`src/rtl/l1_mem_port_arbiter_pkg.sv`:
```
// ----------------------------------------------------------------------------
// l1_mem_arb_defs
// Shared definitions for the L1 memory-port arbiter:
//   - port IDs: 0 = instruction cache, 1 = data cache
//   - arbiter FSM state encodings
//   - helper mapping a port ID to the state that owns the port for it
// ----------------------------------------------------------------------------
package l1_mem_arb_defs;

    localparam logic PORT_INSN = 1'b0;
    localparam logic PORT_DATA = 1'b1;

    typedef enum logic [1:0] {
        IDLE = 2'd0,
        OWN0 = 2'd1,
        OWN1 = 2'd2
    } arb_state_e;

    function automatic arb_state_e own_state(input logic port);
        return (port == PORT_DATA) ? OWN1 : OWN0;
    endfunction

endpackage

```
`src/rtl/l1_mem_port_arbiter_if.sv`:
```
// ----------------------------------------------------------------------------
// l1_mem_port_arbiter_if
// Bundles both L1 request/response ports, the shared memory port and the
// underflow status flag. Signal names are written from the arbiter's side
// (i* = into the arbiter, o* = out of the arbiter).
//   modport slave  : the arbiter
//   modport master : the surroundings (both L1 caches and the memory front end)
// ----------------------------------------------------------------------------
interface l1_mem_port_arbiter_if;

    // Requester 0 (instruction cache)
    logic        iR0_REQ;
    logic        oR0_LOCK;
    logic [1:0]  iR0_ORDER;
    logic        iR0_RW;
    logic [13:0] iR0_TID;
    logic [1:0]  iR0_MMUMOD;
    logic [31:0] iR0_PDT;
    logic [31:0] iR0_ADDR;
    logic [31:0] iR0_DATA;
    logic        oR0_VALID;
    logic [63:0] oR0_DATA;

    // Requester 1 (data cache)
    logic        iR1_REQ;
    logic        oR1_LOCK;
    logic [1:0]  iR1_ORDER;
    logic        iR1_RW;
    logic [13:0] iR1_TID;
    logic [1:0]  iR1_MMUMOD;
    logic [31:0] iR1_PDT;
    logic [31:0] iR1_ADDR;
    logic [31:0] iR1_DATA;
    logic        oR1_VALID;
    logic [63:0] oR1_DATA;

    // Shared memory port
    logic        oMEM_REQ;
    logic [1:0]  oMEM_ORDER;
    logic        oMEM_RW;
    logic [13:0] oMEM_TID;
    logic [1:0]  oMEM_MMUMOD;
    logic [31:0] oMEM_PDT;
    logic [31:0] oMEM_ADDR;
    logic [31:0] oMEM_DATA;
    logic        iMEM_LOCK;
    logic        iMEM_VALID;
    logic [63:0] iMEM_DATA;

    logic        oERR_UNDERFLOW;

    modport slave (
        input  iR0_REQ, iR0_ORDER, iR0_RW, iR0_TID, iR0_MMUMOD, iR0_PDT, iR0_ADDR, iR0_DATA,
        input  iR1_REQ, iR1_ORDER, iR1_RW, iR1_TID, iR1_MMUMOD, iR1_PDT, iR1_ADDR, iR1_DATA,
        input  iMEM_LOCK, iMEM_VALID, iMEM_DATA,
        output oR0_LOCK, oR0_VALID, oR0_DATA, oR1_LOCK, oR1_VALID, oR1_DATA,
        output oMEM_REQ, oMEM_ORDER, oMEM_RW, oMEM_TID, oMEM_MMUMOD, oMEM_PDT,
        output oMEM_ADDR, oMEM_DATA, oERR_UNDERFLOW
    );

    modport master (
        output iR0_REQ, iR0_ORDER, iR0_RW, iR0_TID, iR0_MMUMOD, iR0_PDT, iR0_ADDR, iR0_DATA,
        output iR1_REQ, iR1_ORDER, iR1_RW, iR1_TID, iR1_MMUMOD, iR1_PDT, iR1_ADDR, iR1_DATA,
        output iMEM_LOCK, iMEM_VALID, iMEM_DATA,
        input  oR0_LOCK, oR0_VALID, oR0_DATA, oR1_LOCK, oR1_VALID, oR1_DATA,
        input  oMEM_REQ, oMEM_ORDER, oMEM_RW, oMEM_TID, oMEM_MMUMOD, oMEM_PDT,
        input  oMEM_ADDR, oMEM_DATA, oERR_UNDERFLOW
    );

endinterface

```
`src/rtl/l1_mem_port_arbiter_owner_fifo.sv`:
```
// ----------------------------------------------------------------------------
// l1_mem_arb_owner_fifo
// In-order record of which port issued each accepted memory transaction.
// 1 bit wide, P_FIFO_DEPTH deep (power of two), pointers wrap naturally.
// Ports:
//   iCLOCK, inRESET : clock, asynchronous active-low reset
//   push_i, push_data_i : write one owner bit (ignored when full)
//   pop_i           : drop the head entry (ignored when empty)
//   full_o, empty_o : status from the registered count
//   head_o          : owner of the oldest outstanding transaction
//   count_o         : number of stored entries (0..P_FIFO_DEPTH)
// ----------------------------------------------------------------------------
module l1_mem_arb_owner_fifo #(
    parameter int P_FIFO_DEPTH = 16,
    parameter int P_FIFO_AW    = 4
) (
    input  logic               iCLOCK,
    input  logic               inRESET,
    input  logic               push_i,
    input  logic               push_data_i,
    input  logic               pop_i,
    output logic               full_o,
    output logic               empty_o,
    output logic               head_o,
    output logic [P_FIFO_AW:0] count_o
);
    localparam logic [P_FIFO_AW:0] DEPTH_CNT = (P_FIFO_AW+1)'(P_FIFO_DEPTH);

    logic                 mem_q [P_FIFO_DEPTH];
    logic [P_FIFO_AW-1:0] wr_ptr_q, rd_ptr_q;
    logic [P_FIFO_AW:0]   count_q;
    logic                 push_ok, pop_ok;

    assign full_o  = (count_q == DEPTH_CNT);
    assign empty_o = (count_q == '0);
    assign count_o = count_q;
    // Head is read combinationally so a response can be steered in the
    // same cycle it arrives.
    assign head_o  = mem_q[rd_ptr_q];

    // A full FIFO refuses a push even if a pop frees a slot this cycle.
    assign push_ok = push_i && !full_o;
    assign pop_ok  = pop_i && !empty_o;

    always_ff @(posedge iCLOCK) begin
        if (push_ok) begin
            mem_q[wr_ptr_q] <= push_data_i;
        end
    end

    always_ff @(posedge iCLOCK or negedge inRESET) begin
        if (!inRESET) begin
            wr_ptr_q <= '0;
            rd_ptr_q <= '0;
            count_q  <= '0;
        end else begin
            if (push_ok) wr_ptr_q <= wr_ptr_q + 1'b1;
            if (pop_ok)  rd_ptr_q <= rd_ptr_q + 1'b1;
            case ({push_ok, pop_ok})
                2'b10:   count_q <= count_q + 1'b1;
                2'b01:   count_q <= count_q - 1'b1;
                default: count_q <= count_q;
            endcase
        end
    end

endmodule

```
`src/rtl/l1_mem_port_arbiter.sv`:
```
// ----------------------------------------------------------------------------
// l1_mem_port_arbiter
// Shares one memory request/response port between the L1 I-cache (port 0)
// and the L1 D-cache (port 1). Round-robin grant held across bursts of up to
// P_BURST_MAX accepted beats; owner of every accepted beat is queued so the
// in-order responses can be steered back to the right cache.
// Ports:
//   iCLOCK  : clock (rising edge)
//   inRESET : asynchronous active-low reset
//   bus     : l1_mem_port_arbiter_if.slave (both requesters, memory port,
//             oERR_UNDERFLOW sticky flag)
// ----------------------------------------------------------------------------
module l1_mem_port_arbiter
    import l1_mem_arb_defs::*;
#(
    parameter int P_FIFO_DEPTH = 16,
    parameter int P_FIFO_AW    = 4,
    parameter int P_BURST_MAX  = 8
) (
    input  logic                 iCLOCK,
    input  logic                 inRESET,
    l1_mem_port_arbiter_if.slave bus
);
    localparam logic [3:0] BURST_CNT = 4'(P_BURST_MAX);

    arb_state_e         state_q, state_d;
    logic [3:0]         beat_cnt_q, beat_cnt_d;
    logic               last_q, last_d;
    logic               err_q;

    logic [1:0]         req;
    logic               sel, in_grant, mem_req, accept, pop;
    logic               fifo_full, fifo_empty, fifo_head;
    logic [P_FIFO_AW:0] fifo_count;
    logic [1:0]         lock_w, valid_w;

    assign req = {bus.iR1_REQ, bus.iR0_REQ};

    // Port selection: owner while a burst is held, otherwise round-robin
    // (the port that was not served last wins a tie).
    always_comb begin
        sel = PORT_INSN;
        case (state_q)
            OWN0:    sel = PORT_INSN;
            OWN1:    sel = PORT_DATA;
            default: begin
                if (req[1] && !req[0])     sel = PORT_DATA;
                else if (req[1] && req[0]) sel = !last_q;
            end
        endcase
    end

    // Once a burst reaches P_BURST_MAX the owner state stays for one more
    // cycle with the grant withdrawn; that cycle is the handover dead cycle,
    // exactly like the cycle where an owner drops its request.
    always_comb begin
        in_grant = 1'b0;
        case (state_q)
            IDLE:       in_grant = 1'b1;
            OWN0, OWN1: in_grant = (state_q == own_state(sel)) && (beat_cnt_q < BURST_CNT);
            default:    in_grant = 1'b0;
        endcase
    end

    assign mem_req = req[sel] && in_grant;
    assign accept  = mem_req && !bus.iMEM_LOCK && !fifo_full;
    assign pop     = bus.iMEM_VALID && !fifo_empty;

    assign bus.oMEM_REQ    = mem_req;
    assign bus.oMEM_ORDER  = sel ? bus.iR1_ORDER  : bus.iR0_ORDER;
    assign bus.oMEM_RW     = sel ? bus.iR1_RW     : bus.iR0_RW;
    assign bus.oMEM_TID    = sel ? bus.iR1_TID    : bus.iR0_TID;
    assign bus.oMEM_MMUMOD = sel ? bus.iR1_MMUMOD : bus.iR0_MMUMOD;
    assign bus.oMEM_PDT    = sel ? bus.iR1_PDT    : bus.iR0_PDT;
    assign bus.oMEM_ADDR   = sel ? bus.iR1_ADDR   : bus.iR0_ADDR;
    assign bus.oMEM_DATA   = sel ? bus.iR1_DATA   : bus.iR0_DATA;

    always_comb begin
        state_d    = state_q;
        beat_cnt_d = beat_cnt_q;
        last_d     = last_q;
        case (state_q)
            IDLE: begin
                if (accept) begin
                    state_d    = own_state(sel);
                    beat_cnt_d = 4'd1;
                    last_d     = sel;
                end
            end
            OWN0, OWN1: begin
                if (!req[sel] || beat_cnt_q >= BURST_CNT) begin
                    state_d    = IDLE;
                    beat_cnt_d = 4'd0;
                end else if (accept) begin
                    beat_cnt_d = beat_cnt_q + 4'd1;
                end
            end
            default: begin
                state_d    = IDLE;
                beat_cnt_d = 4'd0;
            end
        endcase
    end

    always_ff @(posedge iCLOCK or negedge inRESET) begin
        if (!inRESET) begin
            state_q    <= IDLE;
            beat_cnt_q <= 4'd0;
            last_q     <= 1'b1;
            err_q      <= 1'b0;
        end else begin
            state_q    <= state_d;
            beat_cnt_q <= beat_cnt_d;
            last_q     <= last_d;
            // A response with nothing outstanding is dropped and flagged.
            if (bus.iMEM_VALID && fifo_count == '0) err_q <= 1'b1;
        end
    end

    l1_mem_arb_owner_fifo #(
        .P_FIFO_DEPTH (P_FIFO_DEPTH),
        .P_FIFO_AW    (P_FIFO_AW)
    ) u_owner_fifo (
        .iCLOCK      (iCLOCK),
        .inRESET     (inRESET),
        .push_i      (accept),
        .push_data_i (sel),
        .pop_i       (pop),
        .full_o      (fifo_full),
        .empty_o     (fifo_empty),
        .head_o      (fifo_head),
        .count_o     (fifo_count)
    );

    for (genvar gi = 0; gi < 2; gi++) begin : g_port
        assign lock_w[gi]  = req[gi] && !(accept && sel == 1'(gi));
        assign valid_w[gi] = pop && (fifo_head == 1'(gi));
    end

    assign bus.oR0_LOCK       = lock_w[0];
    assign bus.oR1_LOCK       = lock_w[1];
    assign bus.oR0_VALID      = valid_w[0];
    assign bus.oR1_VALID      = valid_w[1];
    assign bus.oR0_DATA       = bus.iMEM_DATA;
    assign bus.oR1_DATA       = bus.iMEM_DATA;
    assign bus.oERR_UNDERFLOW = err_q;

endmodule

```
`src/flat_wrapper.sv`:
```
// flat-port wrapper written by rule: the top's interface ports become plain ports
module l1_mem_port_arbiter_flat import l1_mem_arb_defs::*;
#(
    parameter int P_FIFO_DEPTH = 16,
    parameter int P_FIFO_AW    = 4,
    parameter int P_BURST_MAX  = 8
)
  (iCLOCK, inRESET, bus_iR0_REQ, bus_iR0_ORDER, bus_iR0_RW, bus_iR0_TID, bus_iR0_MMUMOD, bus_iR0_PDT, bus_iR0_ADDR, bus_iR0_DATA, bus_iR1_REQ, bus_iR1_ORDER, bus_iR1_RW, bus_iR1_TID, bus_iR1_MMUMOD, bus_iR1_PDT, bus_iR1_ADDR, bus_iR1_DATA, bus_iMEM_LOCK, bus_iMEM_VALID, bus_iMEM_DATA, bus_oR0_LOCK, bus_oR0_VALID, bus_oR0_DATA, bus_oR1_LOCK, bus_oR1_VALID, bus_oR1_DATA, bus_oMEM_REQ, bus_oMEM_ORDER, bus_oMEM_RW, bus_oMEM_TID, bus_oMEM_MMUMOD, bus_oMEM_PDT, bus_oMEM_ADDR, bus_oMEM_DATA, bus_oERR_UNDERFLOW);
  l1_mem_port_arbiter_if bus_i ();
  input  logic iCLOCK;
  input  logic inRESET;
  input wire logic [$bits(bus_i.iR0_REQ)-1:0] bus_iR0_REQ;
  input wire logic [$bits(bus_i.iR0_ORDER)-1:0] bus_iR0_ORDER;
  input wire logic [$bits(bus_i.iR0_RW)-1:0] bus_iR0_RW;
  input wire logic [$bits(bus_i.iR0_TID)-1:0] bus_iR0_TID;
  input wire logic [$bits(bus_i.iR0_MMUMOD)-1:0] bus_iR0_MMUMOD;
  input wire logic [$bits(bus_i.iR0_PDT)-1:0] bus_iR0_PDT;
  input wire logic [$bits(bus_i.iR0_ADDR)-1:0] bus_iR0_ADDR;
  input wire logic [$bits(bus_i.iR0_DATA)-1:0] bus_iR0_DATA;
  input wire logic [$bits(bus_i.iR1_REQ)-1:0] bus_iR1_REQ;
  input wire logic [$bits(bus_i.iR1_ORDER)-1:0] bus_iR1_ORDER;
  input wire logic [$bits(bus_i.iR1_RW)-1:0] bus_iR1_RW;
  input wire logic [$bits(bus_i.iR1_TID)-1:0] bus_iR1_TID;
  input wire logic [$bits(bus_i.iR1_MMUMOD)-1:0] bus_iR1_MMUMOD;
  input wire logic [$bits(bus_i.iR1_PDT)-1:0] bus_iR1_PDT;
  input wire logic [$bits(bus_i.iR1_ADDR)-1:0] bus_iR1_ADDR;
  input wire logic [$bits(bus_i.iR1_DATA)-1:0] bus_iR1_DATA;
  input wire logic [$bits(bus_i.iMEM_LOCK)-1:0] bus_iMEM_LOCK;
  input wire logic [$bits(bus_i.iMEM_VALID)-1:0] bus_iMEM_VALID;
  input wire logic [$bits(bus_i.iMEM_DATA)-1:0] bus_iMEM_DATA;
  output wire logic [$bits(bus_i.oR0_LOCK)-1:0] bus_oR0_LOCK;
  output wire logic [$bits(bus_i.oR0_VALID)-1:0] bus_oR0_VALID;
  output wire logic [$bits(bus_i.oR0_DATA)-1:0] bus_oR0_DATA;
  output wire logic [$bits(bus_i.oR1_LOCK)-1:0] bus_oR1_LOCK;
  output wire logic [$bits(bus_i.oR1_VALID)-1:0] bus_oR1_VALID;
  output wire logic [$bits(bus_i.oR1_DATA)-1:0] bus_oR1_DATA;
  output wire logic [$bits(bus_i.oMEM_REQ)-1:0] bus_oMEM_REQ;
  output wire logic [$bits(bus_i.oMEM_ORDER)-1:0] bus_oMEM_ORDER;
  output wire logic [$bits(bus_i.oMEM_RW)-1:0] bus_oMEM_RW;
  output wire logic [$bits(bus_i.oMEM_TID)-1:0] bus_oMEM_TID;
  output wire logic [$bits(bus_i.oMEM_MMUMOD)-1:0] bus_oMEM_MMUMOD;
  output wire logic [$bits(bus_i.oMEM_PDT)-1:0] bus_oMEM_PDT;
  output wire logic [$bits(bus_i.oMEM_ADDR)-1:0] bus_oMEM_ADDR;
  output wire logic [$bits(bus_i.oMEM_DATA)-1:0] bus_oMEM_DATA;
  output wire logic [$bits(bus_i.oERR_UNDERFLOW)-1:0] bus_oERR_UNDERFLOW;
  assign bus_i.iR0_REQ = bus_iR0_REQ;
  assign bus_i.iR0_ORDER = bus_iR0_ORDER;
  assign bus_i.iR0_RW = bus_iR0_RW;
  assign bus_i.iR0_TID = bus_iR0_TID;
  assign bus_i.iR0_MMUMOD = bus_iR0_MMUMOD;
  assign bus_i.iR0_PDT = bus_iR0_PDT;
  assign bus_i.iR0_ADDR = bus_iR0_ADDR;
  assign bus_i.iR0_DATA = bus_iR0_DATA;
  assign bus_i.iR1_REQ = bus_iR1_REQ;
  assign bus_i.iR1_ORDER = bus_iR1_ORDER;
  assign bus_i.iR1_RW = bus_iR1_RW;
  assign bus_i.iR1_TID = bus_iR1_TID;
  assign bus_i.iR1_MMUMOD = bus_iR1_MMUMOD;
  assign bus_i.iR1_PDT = bus_iR1_PDT;
  assign bus_i.iR1_ADDR = bus_iR1_ADDR;
  assign bus_i.iR1_DATA = bus_iR1_DATA;
  assign bus_i.iMEM_LOCK = bus_iMEM_LOCK;
  assign bus_i.iMEM_VALID = bus_iMEM_VALID;
  assign bus_i.iMEM_DATA = bus_iMEM_DATA;
  assign bus_oR0_LOCK = bus_i.oR0_LOCK;
  assign bus_oR0_VALID = bus_i.oR0_VALID;
  assign bus_oR0_DATA = bus_i.oR0_DATA;
  assign bus_oR1_LOCK = bus_i.oR1_LOCK;
  assign bus_oR1_VALID = bus_i.oR1_VALID;
  assign bus_oR1_DATA = bus_i.oR1_DATA;
  assign bus_oMEM_REQ = bus_i.oMEM_REQ;
  assign bus_oMEM_ORDER = bus_i.oMEM_ORDER;
  assign bus_oMEM_RW = bus_i.oMEM_RW;
  assign bus_oMEM_TID = bus_i.oMEM_TID;
  assign bus_oMEM_MMUMOD = bus_i.oMEM_MMUMOD;
  assign bus_oMEM_PDT = bus_i.oMEM_PDT;
  assign bus_oMEM_ADDR = bus_i.oMEM_ADDR;
  assign bus_oMEM_DATA = bus_i.oMEM_DATA;
  assign bus_oERR_UNDERFLOW = bus_i.oERR_UNDERFLOW;
  l1_mem_port_arbiter #(.P_FIFO_DEPTH(P_FIFO_DEPTH), .P_FIFO_AW(P_FIFO_AW), .P_BURST_MAX(P_BURST_MAX)) u_core (.iCLOCK(iCLOCK), .inRESET(inRESET), .bus(bus_i));
endmodule
```
`config.mk`:
```
export PLATFORM = sky130hd
export DESIGN_NAME = l1_mem_port_arbiter_flat
export DESIGN_NICKNAME = d
export VERILOG_FILES = /design/src/rtl/l1_mem_port_arbiter_pkg.sv /design/src/rtl/l1_mem_port_arbiter_if.sv /design/src/rtl/l1_mem_port_arbiter_owner_fifo.sv /design/src/rtl/l1_mem_port_arbiter.sv /design/src/flat_wrapper.sv
export SDC_FILE = /design/constraint.sdc
export NUM_CORES = 1
export LEC_CHECK = 0
export CAP_MARGIN = 20
export CORE_AREA = 2 2 215 217
export CTS_CLUSTER_SIZE = 16
export DETAILED_ROUTE_END_ITERATION = 6
export DIE_AREA = 0 0 217 219
export GPL_ROUTABILITY_DRIVEN = 0
export SYNTH_ARGS = -nofsm -noshare
export SYNTH_HDL_FRONTEND = slang
export SYNTH_SLANG_ARGS = --single-unit
```
`constraint.sdc`:
```
create_clock -name iCLOCK -period 4.8 [get_ports iCLOCK]
set_clock_uncertainty 0.2 [all_clocks]
set_input_delay 1.2 -clock iCLOCK [delete_from_list [all_inputs] [get_ports iCLOCK]]
set_output_delay 1.2 -clock iCLOCK [all_outputs]
set_load 0.05 [all_outputs]
```
==> results.txt <==
The Yosys warning count came out at 0. The critical path class is in -> out. The number of sinks driven by the clock tree is 37. The violation count after the first detailed-route iteration came out at between 100 and 150. The number of input and output port buffers inserted came out at between 300 and 400.

Setup repair after global routing left no endpoint under its margin. The flow ran to the end, and the final reports show no timing, DRC or antenna violations. Counting I/O delays and the setup requirement, the final critical path takes 4.56 ns. The most common cell in the synthesized netlist is sky130_fd_sc_hd__buf_4. Once layout is complete, the utilization of the core stands at 0.177. The fraction of final layout cells sized beyond drive strength 1 came out at 0.244.

The H-tree depth reported by CTS is 2. The global routing met3 resource utilization came out at 0.0535. The maximum number of pins on one net before global-route repair is 30.

The total power draw is roughly 4.2 mW. The synthesized design spends more area on one cell type than any other, namely sky130_fd_sc_hd__mux2_1. The final number of setup-violating endpoints is 0.

For this run, global-route usage on met2 was measured as 0.171. In this run the core area contains 78 standard-cell rows. The global routing stage identified its most utilized layer as met2.

Counting flops with a built-in enable in the synthesized netlist gives 16. In this run the standard cell core region covers 0.0451 mm2. For this design, the CTS-stage hold fixing added 0 buffers. The initial antenna violation count is 3.

The final count of hold timing violations is 0. The met1 track demand over resource in global routing is 0.0980. Setup total negative slack on the finished layout was measured at 0 ns. By area the synthesized netlist is led by sky130_fd_sc_hd__mux2_1, sky130_fd_sc_hd__buf_4, sky130_fd_sc_hd__dfrtp_1. A synthesized cell averages around 10 um2. After clock tree synthesis, the clock-pin slew on the worst setup and hold paths is approximately 0.060 ns. The combined global-route utilization of all metal layers is 0.0952. The first global-routing pass estimated approximately 32000 um of wire. The net total in the final layout is about 1000. The largest vdd supply drop is 233 uV. The sequential area share after synthesis came out at 0.228.

After detailed routing, the average wire length per cell comes to between 15 and 20 um. The average via count per standard cell came out at around 3.2. The max-slew headroom at the worst pin came out at 0.571. The total via count in the routed design is about 4000. Timing would allow up to ~0.22 GHz.

The cell at the root of the clock tree is sky130_fd_sc_hd__clkbuf_16. The wire-length estimate of the detail-placed layout is ~22000 um. Clock tree synthesis inserted a total of 5 buffers.

The total congestion overflow after global routing came out at 0. During I/O placement, the number of pins put on the boundary was roughly 550. The commonest cells after synthesis are sky130_fd_sc_hd__buf_4, sky130_fd_sc_hd__mux2_1, sky130_fd_sc_hd__dfrtp_1. The number of cells after detailed placement came out at around 1300. The floorplan die width came out at about 220 um. At the pin with the least slew margin, the transition time is approximately 0.64 ns. The synthesized area is about 0.0044 mm2. The critical path goes through clkdlybuf4s50_1, nand2_1, nand2_1, o21a_4, buf_12, buf_4, mux2_1, buf_12.

The number of buffers added for setup after CTS is 0. After synthesis, the share of flip-flops with an asynchronous set or reset is 0.568. The final routed DRC violation total came out at 0. Dividing the final minimum period by the clock period gives 0.950. The die footprint is around 0.048 mm2. The fraction of synthesized cell area taken by the top area cell type is 0.293. The number of max-slew violations in the final report is 0.

The via count of the first global-routing pass came out at between 4000 and 5000. Among all flip-flop cells after synthesis, the most frequent one is sky130_fd_sc_hd__dfrtp_1. The number of standard cells in the layout, taps in and fillers out is around 1300.

The power density of the placed cells is approximately 520 mW/mm2. The cell count after synthesis is ~430. After synthesis, the netlist uses 48 different library cells. Once detail routing completed, the nets flagged for antenna violations numbered 0. STA classifies the critical path startpoint as a primary input.

The static leakage came out at about 3.1 nW. Synthesis produced a netlist with a net count of around 750. The flop and latch count out of synthesis is 37.

The worst hold-check path type is reg -> reg. The post-detailed-routing wire length came out at 24000 um. At the worst endpoint, the required time is approximately 3.4 ns. The area added between synthesis and finish came out at 80.3%. TritonCTS built the clock tree.

The critical path's largest stage delay is 0.51 ns. For this configuration, the core starts out at a cell density of 0.0980. The post-cts sizing count is 0. The clock insertion delay at the later pin of the skew report is 0.28 ns. The iteration count of the initial detailed-routing pass came out at 4.

The number of maximum-capacitance constraint violations came out at 0. The signal arrival time at the worst endpoint is 3.16 ns. The worst-path cell with the longest stage delay is sky130_fd_sc_hd__clkdlybuf4s50_1. In this run the register-to-register setup slack is approximately 1.0 ns.

The kind of end point of the critical path is a primary output. From bottom edge to top edge, the die measures about 220 um. The highest net fanout along the worst path is 26. The largest buffer count on any clock path came out at 2.
[layer usage]
metal	part of all wire	vias to the layer above
met3	0.13	16
met1	0.36	1788
met5	0.00054	-
met4	0.0091	2
li1	-	1829
met2	0.50	343
[power breakdown]
group          switching [mW]  total [mW]  internal [mW]
combinational            1.99        3.25           1.27
sequential              0.136       0.578          0.442
clock                   0.135       0.328          0.193
total                    2.26        4.16           1.90
[final cells by class]
class                      count  area, um2
clock buffer                   5        125
inverter                      14       52.6
sequential                    37       1010
antenna                        2       5.00
clock inverter                 3       21.3
fill                        5026      37100
timing repair buffer         369       3710
tap                          600        751
multi-input combinational    232       2290
[layout by cell type (no fill, tap or decap), types with 6 or more instances in the layout]
cell type | netlist | layout
sky130_fd_sc_hd__buf_12 | 0 | 26
sky130_fd_sc_hd__buf_4 | 128 | 104
sky130_fd_sc_hd__clkbuf_16 | 0 | 6
sky130_fd_sc_hd__clkdlybuf4s50_1 | 0 | 238
sky130_fd_sc_hd__dfrtp_1 | 20 | 20
sky130_fd_sc_hd__edfxtp_1 | 16 | 16
sky130_fd_sc_hd__ha_1 | 14 | 14
sky130_fd_sc_hd__inv_1 | 10 | 10
sky130_fd_sc_hd__mux2_1 | 115 | 115
sky130_fd_sc_hd__nand2_1 | 16 | 16
sky130_fd_sc_hd__nand3_1 | 6 | 6
sky130_fd_sc_hd__xnor2_1 | 8 | 8
[path summary, 6_finish.rpt]
check / depth (start not counted) / endpoint / startpoint
worst max-delay path: 8 / bus_oMEM_DATA[23] / bus_iR0_REQ
worst min-delay path: 1 / u_core.bus.oERR_UNDERFLOW$_DFFE_PN0P_ / u_core.bus.oERR_UNDERFLOW$_DFFE_PN0P_
worst max register to register: 13 / u_core.u_owner_fifo.count_o[4]$_DFFE_PN0P_ / u_core.state_q[1]$_DFFE_PN0P_
worst min register to register: 1 / u_core.bus.oERR_UNDERFLOW$_DFFE_PN0P_ / u_core.bus.oERR_UNDERFLOW$_DFFE_PN0P_
max in group asynchronous: 2 / u_core.last_q$_DFFE_PN1P_ / inRESET
min in group asynchronous: 1 / u_core.u_owner_fifo.rd_ptr_q[3]$_DFFE_PN0P_ / inRESET
[stage by stage]
| stage | hold WS, ns | instance area [um2] | setup WS, ns |
|---|---|---|---|
| 3_5_place_dp | 0.251 | 7780 | 0.150 |
| 2_1_floorplan | 0.259 | 4420 | 0.651 |
| 5_1_grt | 0.272 | 7960 | 0.0951 |
| 6_report | 0.264 | 7960 | 0.241 |
| 4_1_cts | 0.264 | 7930 | 0.135 |
| 3_3_place_gp | 0.239 | 7780 | 0.131 |
[cells by family after synthesis]
family | synth area share
flops | 0.228
mux | 0.320
fa+ha+maj | 0.0442
simple gates | 0.0941
xor+xnor | 0.0198
buf+inv | 0.255
compound gates | 0.0385
[worst max-delay path: cells and delay by family]
| family | cells | cell delay (ns) |
|---|---|---|
| compound gates | 1 | 0.17 |
| buf+inv | 4 | 1.13 |
| mux | 1 | 0.45 |
| simple gates | 2 | 0.14 |
[state kept, by name (all words and copies together), names as in the netlist]
signal,flops
u_core.last_q,1
u_core.beat_cnt_q,4
u_core.u_owner_fifo.wr_ptr_q,4
u_core.u_owner_fifo.count_o,5
u_core.u_owner_fifo.mem_q,16
u_core.u_owner_fifo.rd_ptr_q,4
u_core.state_q,2
u_core.bus.oERR_UNDERFLOW,1
Note: power is estimated with default switching activity, not from simulation.
